**config.mk**
```make
export PLATFORM = sky130hd
export DESIGN_NAME = i2s_dac_tx
export DESIGN_NICKNAME = d
export VERILOG_FILES = /design/src/rtl/i2s_dac_tx.sv
export SDC_FILE = /design/constraint.sdc
export NUM_CORES = 1
export LEC_CHECK = 0
export ABC_AREA = 1
export CORE_MARGIN = 2
export CORE_UTILIZATION = 56
export DETAILED_ROUTE_END_ITERATION = 6
export DONT_BUFFER_PORTS = 1
export PLACE_DENSITY = 0.74
export SLEW_MARGIN = 20
export SYNTH_ARGS = -nofsm -noshare
export SYNTH_HDL_FRONTEND = slang
export SYNTH_SLANG_ARGS = --single-unit
```
**constraint.sdc**
```tcl
create_clock -name clk -period 1.7 [get_ports clk]
set_input_delay 0.51 -clock clk [delete_from_list [all_inputs] [get_ports clk]]
set_output_delay 0.51 -clock clk [all_outputs]
set_load 0.02 [all_outputs]
```
**src/rtl/i2s_dac_tx.sv**
```systemverilog
// I2S master transmitter: serialises stereo PCM pairs onto bclk/daclrck/dacdat, one pair per frame.
// One-entry pending buffer; in_ready is low while it is full and rises after the frame load drains it.
module i2s_dac_tx #(
   parameter int WIDTH     = 16,
   parameter int SLOT_BITS = 32,
   parameter int BCLK_HALF = 8
) (
   input  logic             clk,
   input  logic             reset,
   input  logic [WIDTH-1:0] in_left,
   input  logic [WIDTH-1:0] in_right,
   input  logic             in_valid,
   output logic             in_ready,
   output logic             bclk,
   output logic             daclrck,
   output logic             dacdat,
   output logic             frame_start,
   output logic             underrun
);
   localparam int DIV_W = (BCLK_HALF > 1) ? $clog2(BCLK_HALF) : 1;
   localparam int BIT_W = $clog2(2 * SLOT_BITS);

   localparam logic [DIV_W-1:0] DIV_LAST = DIV_W'(BCLK_HALF - 1);
   localparam logic [DIV_W-1:0] DIV_ONE  = DIV_W'(1);
   localparam logic [BIT_W-1:0] BIT_LAST = BIT_W'(2 * SLOT_BITS - 1);
   localparam logic [BIT_W-1:0] BIT_ONE  = BIT_W'(1);
   localparam logic [BIT_W-1:0] SLOT_C   = BIT_W'(SLOT_BITS);
   localparam logic [BIT_W-1:0] WIDTH_C  = BIT_W'(WIDTH);

   logic [DIV_W-1:0] divcnt_q, divcnt_d;
   logic             bclk_q, bclk_d;
   logic [BIT_W-1:0] bitcnt_q, bitcnt_d;
   logic             daclrck_q, daclrck_d;
   logic             dacdat_q, dacdat_d;
   logic [WIDTH-1:0] left_sh_q, left_sh_d;
   logic [WIDTH-1:0] right_sh_q, right_sh_d;
   logic [WIDTH-1:0] pend_left_q, pend_left_d;
   logic [WIDTH-1:0] pend_right_q, pend_right_d;
   logic             pend_full_q, pend_full_d;
   logic             in_ready_q, in_ready_d;
   logic             frame_start_q, frame_start_d;
   logic             underrun_q, underrun_d;

   logic             toggle;
   logic             fall;
   logic             accept;
   logic             right_slot;
   logic [BIT_W-1:0] bit_next;
   logic [BIT_W-1:0] pos;

   always_ff @(posedge clk) begin
      if (reset) begin
         divcnt_q      <= '0;
         bclk_q        <= 1'b0;
         bitcnt_q      <= BIT_LAST;
         daclrck_q     <= 1'b0;
         dacdat_q      <= 1'b0;
         left_sh_q     <= '0;
         right_sh_q    <= '0;
         pend_left_q   <= '0;
         pend_right_q  <= '0;
         pend_full_q   <= 1'b0;
         in_ready_q    <= 1'b1;
         frame_start_q <= 1'b0;
         underrun_q    <= 1'b0;
      end else begin
         divcnt_q      <= divcnt_d;
         bclk_q        <= bclk_d;
         bitcnt_q      <= bitcnt_d;
         daclrck_q     <= daclrck_d;
         dacdat_q      <= dacdat_d;
         left_sh_q     <= left_sh_d;
         right_sh_q    <= right_sh_d;
         pend_left_q   <= pend_left_d;
         pend_right_q  <= pend_right_d;
         pend_full_q   <= pend_full_d;
         in_ready_q    <= in_ready_d;
         frame_start_q <= frame_start_d;
         underrun_q    <= underrun_d;
      end
   end

   always_comb begin
      divcnt_d      = divcnt_q + DIV_ONE;
      bclk_d        = bclk_q;
      bitcnt_d      = bitcnt_q;
      daclrck_d     = daclrck_q;
      dacdat_d      = dacdat_q;
      left_sh_d     = left_sh_q;
      right_sh_d    = right_sh_q;
      pend_left_d   = pend_left_q;
      pend_right_d  = pend_right_q;
      pend_full_d   = pend_full_q;
      frame_start_d = 1'b0;
      underrun_d    = 1'b0;

      toggle     = (divcnt_q == DIV_LAST);
      fall       = toggle && bclk_q;
      accept     = in_valid && in_ready_q;
      bit_next   = (bitcnt_q == BIT_LAST) ? '0 : bitcnt_q + BIT_ONE;
      right_slot = (bit_next >= SLOT_C);
      pos        = right_slot ? (bit_next - SLOT_C) : bit_next;

      if (toggle) begin
         divcnt_d = '0;
         bclk_d   = ~bclk_q;
      end

      // All serial state moves on the falling bclk edge so dacdat is settled for the codec's rising-edge sample.
      if (fall) begin
         bitcnt_d  = bit_next;
         daclrck_d = right_slot;
         dacdat_d  = 1'b0;
         if (bit_next == '0) begin
            frame_start_d = 1'b1;
            if (pend_full_q) begin
               left_sh_d   = pend_left_q;
               right_sh_d  = pend_right_q;
               pend_full_d = 1'b0;
            end else begin
               left_sh_d  = '0;
               right_sh_d = '0;
               underrun_d = 1'b1;
            end
         end else if ((pos != '0) && (pos <= WIDTH_C)) begin
            if (right_slot) begin
               dacdat_d   = right_sh_q[WIDTH-1];
               right_sh_d = right_sh_q << 1;
            end else begin
               dacdat_d  = left_sh_q[WIDTH-1];
               left_sh_d = left_sh_q << 1;
            end
         end
      end

      // An accept coinciding with an empty-buffer load lands after the load has already taken zeros.
      if (accept) begin
         pend_left_d  = in_left;
         pend_right_d = in_right;
         pend_full_d  = 1'b1;
      end

      in_ready_d = ~pend_full_d;
   end

   assign in_ready    = in_ready_q;
   assign bclk        = bclk_q;
   assign daclrck     = daclrck_q;
   assign dacdat      = dacdat_q;
   assign frame_start = frame_start_q;
   assign underrun    = underrun_q;

endmodule

```
==> impl_metrics.tcl, run 1 <==
set metrics [dict create \
    cp-start-kind "flop" \
    hpwl_um 5257 \
    syn_nets 581 \
    synthesis.instances 542 \
    path_cells "ha_4 > nand2_4 > nor2_4 > nand2_2 > nand3_4 > nand2_4 > nor2_8 > buf_12 > nand2_8 > nand2_4 > inv_8 > nor2_1 > nor2_1" \
    critPathKind "reg2reg" \
    die_area_um2 7418 \
    fmax_ghz 0.5429 \
    seq_power_share_pct 54.0 \
    fin_nets 600 \
    cts_root_buf "clkbuf_8" \
    drt-initial-drc-count 273 \
    power_frac_clock_pct 38.9 \
    tritoncts "yes" \
    max-cap-violations 0 \
    antenna_found_initial 0 \
    clk_pin_slew_ps 90 \
    clkSinkCount 80 \
    ant_nets 0 \
    syn_area_um2 3777 \
    min_to "frame_start" \
    synth_simple_gate_area_share_pct 33.29 \
    area_delta_synth_final_pct 22.95 \
    worstHoldPathCells 1 \
    max_stage_delay_ps 360 \
    start_util_pct 58.82 \
    final_common_cell "nor2_1" \
    synth.area.top_cells "dfxtp_1, nand2_1, nor2_1" \
    critPathBufInv 2 \
    synth-adder-area-share_pct 1.325 \
    finalMaxSlewViolations 0 \
    synth_top_family_by_area "simple AND/OR/NAND/NOR gates" \
    switchingPower_uw 935.3 \
    finClkSkew_ps 12.74 \
    clock_path_buffers 2 \
    overflow 0 \
    synth_top_cell_area_share_pct 42.40 \
    route.detailed.drc 0 \
    worstPathArrival_ps 2110 \
    reg2reg_from "bitcnt_q[1]" \
    rsz0062_at_grt "true" \
    fp.dieH_um 86.13 \
    tightest_slew_ps 921.3 \
    grt_max_degree 36 \
    relSlewSlack_pct 38.51 \
    peakVddDrop_mv 0.5831 \
    fin_setup_tns_ps -3232 \
    reg2reg_depth 13 \
    drt_wl_total_um 9228 \
    yosysWarnings 0 \
    wire_per_inst_um 14.37 \
    crit_family "simple AND/OR/NAND/NOR gates" \
    period_share_pct 108.4 \
    timing.rr.end "right_sh_q[3]" \
    cp-end-kind "flop" \
    setup_viol 35 \
    layout-drive-gt1-share_pct 25.13 \
    ys_seq_area_share_pct 42.40 \
    rows 29 \
    p_int_uw 2750 \
    portBuffers 0 \
    power.share.combinational_pct 7.1 \
    coreArea_um2 6422 \
    hp-start "reset" \
    p_leak_uw 0.002204 \
    avgViaCountPerCell 5.388 \
    cts_max_level 3 \
    clk_latency_ps 370 \
    sw_frac_of_total_pct 25.38 \
    cellPowerDensity_nw_per_um2 793.4 \
    synth_compound_area_share_pct 10.33 \
    synth_xor_area_share_pct 0.2319 \
    layout_common_cells "nor2_1, nand2_1, dfxtp_1" \
    die_w_um 86.13 \
    status "finished with violations" \
    syn_area_per_cell_um2 6.969 \
    routabilityCongestion 0.8409 \
    finalHoldViolations 0 \
    drt_pass1_iterations 5 \
    violations "setup timing" \
    fin_crit_ps 1842 \
    vias 3459 \
    reg2reg_slack_ps -140 \
    crit_required_ps 1960 \
    crit_path_frequent_cell "nand2_4" \
    layout_setup_ws_ps -142.1 \
    grt_use_total_pct 24.34 \
    grt_pass1_wl_um 14350 \
    ys_types 32 \
    min_path_type "in2reg" \
    grt_pass1_vias 3147 \
    cpMaxStageDelayCell "dfxtp_2" \
    diodes 0 \
    synth_largest_area_cell "dfxtp_1" \
    io_pins 41 \
    ys_ff_latch 80 \
    worstPathMaxFanout 15 \
    synthMuxAreaShare_pct 0 \
    hold_buffers 0 \
    cts_buffers 9 \
    timing.hold.ws_ps 198.2 \
    total_power_uw 3685 \
]
[flip-flops by register name (all words and copies together), names as in the netlist]
register      count
left_sh_q        16
pend_left_q      16
pend_right_q     16
right_sh_q       16
bitcnt_q          6
divcnt_q          3
bclk              1
dacdat            1
daclrck           1
frame_start       1
in_ready          1
pend_full_q       1
underrun          1
[kinds of logic after synthesis]
group | count (synthesis)
simple gates | 279
buf+inv | 106
flops | 80
compound gates | 72
fa+ha+maj | 4
xor+xnor | 1
[worst max-delay path by stage]
stage / start / end / slack [ps] / depth (start not counted)
floorplan: bitcnt_q[1] / right_sh_q[5] / 9 / 13
global placement: bitcnt_q[0] / right_sh_q[9] / -3 / 12
detailed placement: bitcnt_q[0] / right_sh_q[14] / -70 / 12
CTS: bitcnt_q[1] / left_sh_q[15] / -60 / 13
global route: bitcnt_q[1] / right_sh_q[3] / -230 / 13
finish: bitcnt_q[1] / right_sh_q[3] / -140 / 13
[routing by layer]
| metal | vias to the layer above | GRT usage, % | wire length, um |
|---|---|---|---|
| li1 | 1715 | - | - |
| met1 | 1588 | 34.06 | 4102 |
| met2 | 131 | 36.58 | 4314 |
| met3 | 25 | 4.139 | 591 |
| met5 | - | 0 | 0 |
| met4 | 0 | 11.40 | 219 |
[area by class of cell]
cell class                      count  area, um2
Tap cell                           77      96.34
Inverter                           78      305.3
Sequential cell                    80       1605
Fill cell                         469       1778
Timing Repair Buffer               36      451.7
Clock buffer                       10      137.6
Multi-Input combinational cell    356       1991
Clock inverter                      5      57.56
[power by group through the flow]
| stage | Sequential [uW] | Clock (uW) | Combinational [uW] |
|---|---|---|---|
| after floorplan | 2020 | 0 | 187 |
| after global placement | 2020 | 0 | 229 |
| after detailed placement | 2030 | 0 | 237 |
| after CTS | 1980 | 1430 | 243 |
| after global routing | 2000 | 1530 | 304 |
| final | 1990 | 1430 | 262 |
[repair_timing]
item,CTS,global route
buffers inserted,6,2
pin swaps,5,21
resized for setup,33,56
cloned,1,2
endpoints found under the setup margin,31,40
[synth_stat cells]
master and instances:
o21ai_1 12, clkbuf_1 15, dfxtp_1 80, nand2_2 3, inv_2 3, nand3_4 3, nor2_4 1, nor2_2 11
o21ai_2 4, buf_4 2, nor3_1 1, o21ai_0 34, nand4_1 2, o211ai_1 1, buf_6 6, nor2_1 99
nand3_2 1, a21oi_1 17, nand2_4 4, nor2_8 1, a22oi_1 2, xor2_1 1, inv_1 74, or2_2 1
ha_1 4, nand3_1 52, buf_8 1, a32o_1 1, o21a_1 1, nand2_1 100, inv_4 1, buf_2 4
[stage by stage]
| step | worst slack (ps) | instances | cell area, um2 | utilization, % |
|---|---|---|---|---|
| 2_1_floorplan | 8.863 | 542 | 3785 | - |
| 3_3_place_gp | -2.657 | 616 | 3920 | 61.04 |
| 3_5_place_dp | -67.70 | 616 | 3920 | 61.04 |
| 4_1_cts | -62.73 | 638 | 4343 | 67.62 |
| 5_1_grt | -232.3 | 642 | 4644 | 72.32 |
| 6_report | -142.1 | 642 | 4644 | 72.32 |
No activity file was read; power rests on OpenSTA's default activity.
==> run 2: changes to the inputs <==
Settings changed: ABC_CLOCK_PERIOD_IN_PS from default to 1700, CORE_ASPECT_RATIO from default to 1.2.
==> impl_metrics.tcl, run 2 (synthesis results as in run 1) <==
set metrics [dict create \
    status "finished with violations" \
    fin_crit_ps 1816 \
    cts_buffers 9 \
    hpwl_um 4991 \
    grt_use_total_pct 23.57 \
    wire_per_inst_um 14.04 \
    rsz0062_at_grt "true" \
    clk_latency_ps 360 \
    critPathCapture "right_sh_q[2]" \
    peakVddDrop_mv 0.6467 \
    violations "setup timing" \
    grt_pass1_wl_um 14130 \
    multi_input_area_um2 2018 \
    cp-start-kind "flop" \
    cts_max_level 3 \
    fin_area_um2 4696 \
    grt_max_degree 50 \
    reg2reg_depth 12 \
    die_area_um2 7421 \
    crit_required_ps 1960 \
    drt_wl_total_um 9100 \
    rows 32 \
    fmax_ghz 0.5508 \
    cts_root_buf "clkbuf_8" \
    fin_nets 597 \
    worstPathMaxFanout 8 \
    final_common_cell "nand2_1" \
    worstPathArrival_ps 2070 \
    tightest_slew_ps 930.9 \
    diodes 0 \
    cellPowerDensity_nw_per_um2 821.9 \
    layout.area.seq_um2 1605 \
    timing.rr.end "right_sh_q[2]" \
    start_util_pct 58.24 \
    io_pins 41 \
    cp-startpoint "bitcnt_q[0]" \
    worstHoldPathCells 1 \
    reg2reg_slack_ps -120 \
    critPathKind "reg2reg" \
    clk_pin_slew_ps 90 \
    max-cap-violations 0 \
    avgViaCountPerCell 5.304 \
    finalMaxSlewViolations 0 \
    tritoncts "yes" \
    grt_pass1_vias 3150 \
    fp.dieH_um 93.97 \
    finClkSkew_ps 11.20 \
    reg2reg_from "bitcnt_q[0]" \
    min_path_type "in2reg" \
    drt-initial-drc-count 217 \
    overflow 0 \
    die_w_um 78.98 \
    clock_path_buffers 2 \
    route.detailed.drc 0 \
    timing.hold.ws_ps 226.1 \
    placed_area_um2 3918 \
    area_delta_synth_final_pct 24.31 \
    antenna_found_initial 0 \
    portBuffers 0 \
    fillCellCount 485 \
    clkSinkCount 80 \
    period_share_pct 106.8 \
    vias 3437 \
    routabilityCongestion 0.7643 \
    finalHoldViolations 0 \
    p_leak_uw 0.002223 \
    layout-drive-gt1-share_pct 24.51 \
    layout_setup_ws_ps -115.6 \
    cp-end-kind "flop" \
    relSlewSlack_pct 37.87 \
    hold_buffers 0 \
    setup_viol 26 \
    coreArea_um2 6486 \
    layout_common_cells "nand2_1, nor2_1, dfxtp_1" \
    ant_nets 0 \
    drt_pass1_iterations 6 \
]
-- run 2: where the power goes --
group          total [uW]  internal (uW)  switching (uW)
sequential           2000           1950            48.7
combinational         245           89.2             156
clock                1620            845             773
total                3860           2880             978
-- run 2: cell type report --
cell class                      count  share of cell area [%]
Sequential cell                    80                   34.19
Timing Repair Buffer               33                   9.246
Inverter                           78                   6.501
Clock buffer                        9                   2.638
Tap cell                           85                   2.265
Clock inverter                      7                   2.185
Multi-Input combinational cell    356                   42.98
-- run 2: per-stage QoR --
step / util, % / worst slack [ps] / total power, uW / cells / setup TNS (ps)
floorplan: - / 8.863 / 2207 / 542 / 0
global placement: 60.40 / 20.17 / 2251 / 619 / 0
detailed placement: 60.40 / -52.51 / 2260 / 619 / -414.7
CTS: 67.26 / -64.84 / 3836 / 642 / -979.5
global route: 72.40 / -202.9 / 4000 / 648 / -4945
finish: 72.40 / -115.6 / 3860 / 648 / -1235
-- run 2: worst min path at each step --
stage                            from           to
after global placement    divcnt_q[0]  divcnt_q[0]
after detailed placement  divcnt_q[0]  divcnt_q[0]
final                           reset     underrun
after CTS                       reset     underrun
after global routing            reset  frame_start
after floorplan           divcnt_q[0]  divcnt_q[0]
-- run 2: worst max-delay path: stages, from the launching register on --
cell and delay [ps]:
dfxtp_2 360, ha_4 170, nand2_4 70, nor2_4 140, nor2_1 60, nand2_1 90, nand3_4 90, nor2_8 130
buf_6 160, clkbuf_16 180, o21ai_1 80, nor2_1 120, nor2_1 50
-- run 2: what timing repair did --
item	CTS	global route
gates cloned	2	3
resized for setup	26	54
setup endpoints to repair	17	39
pin swaps	5	19
buffers inserted	5	3
-- run 2: layer usage --
metal	global-route usage [%]	part of all wire [%]
met5	0	0
met2	37.85	50
met1	31.51	43
met3	3.654	4.9
met4	9.914	1.6
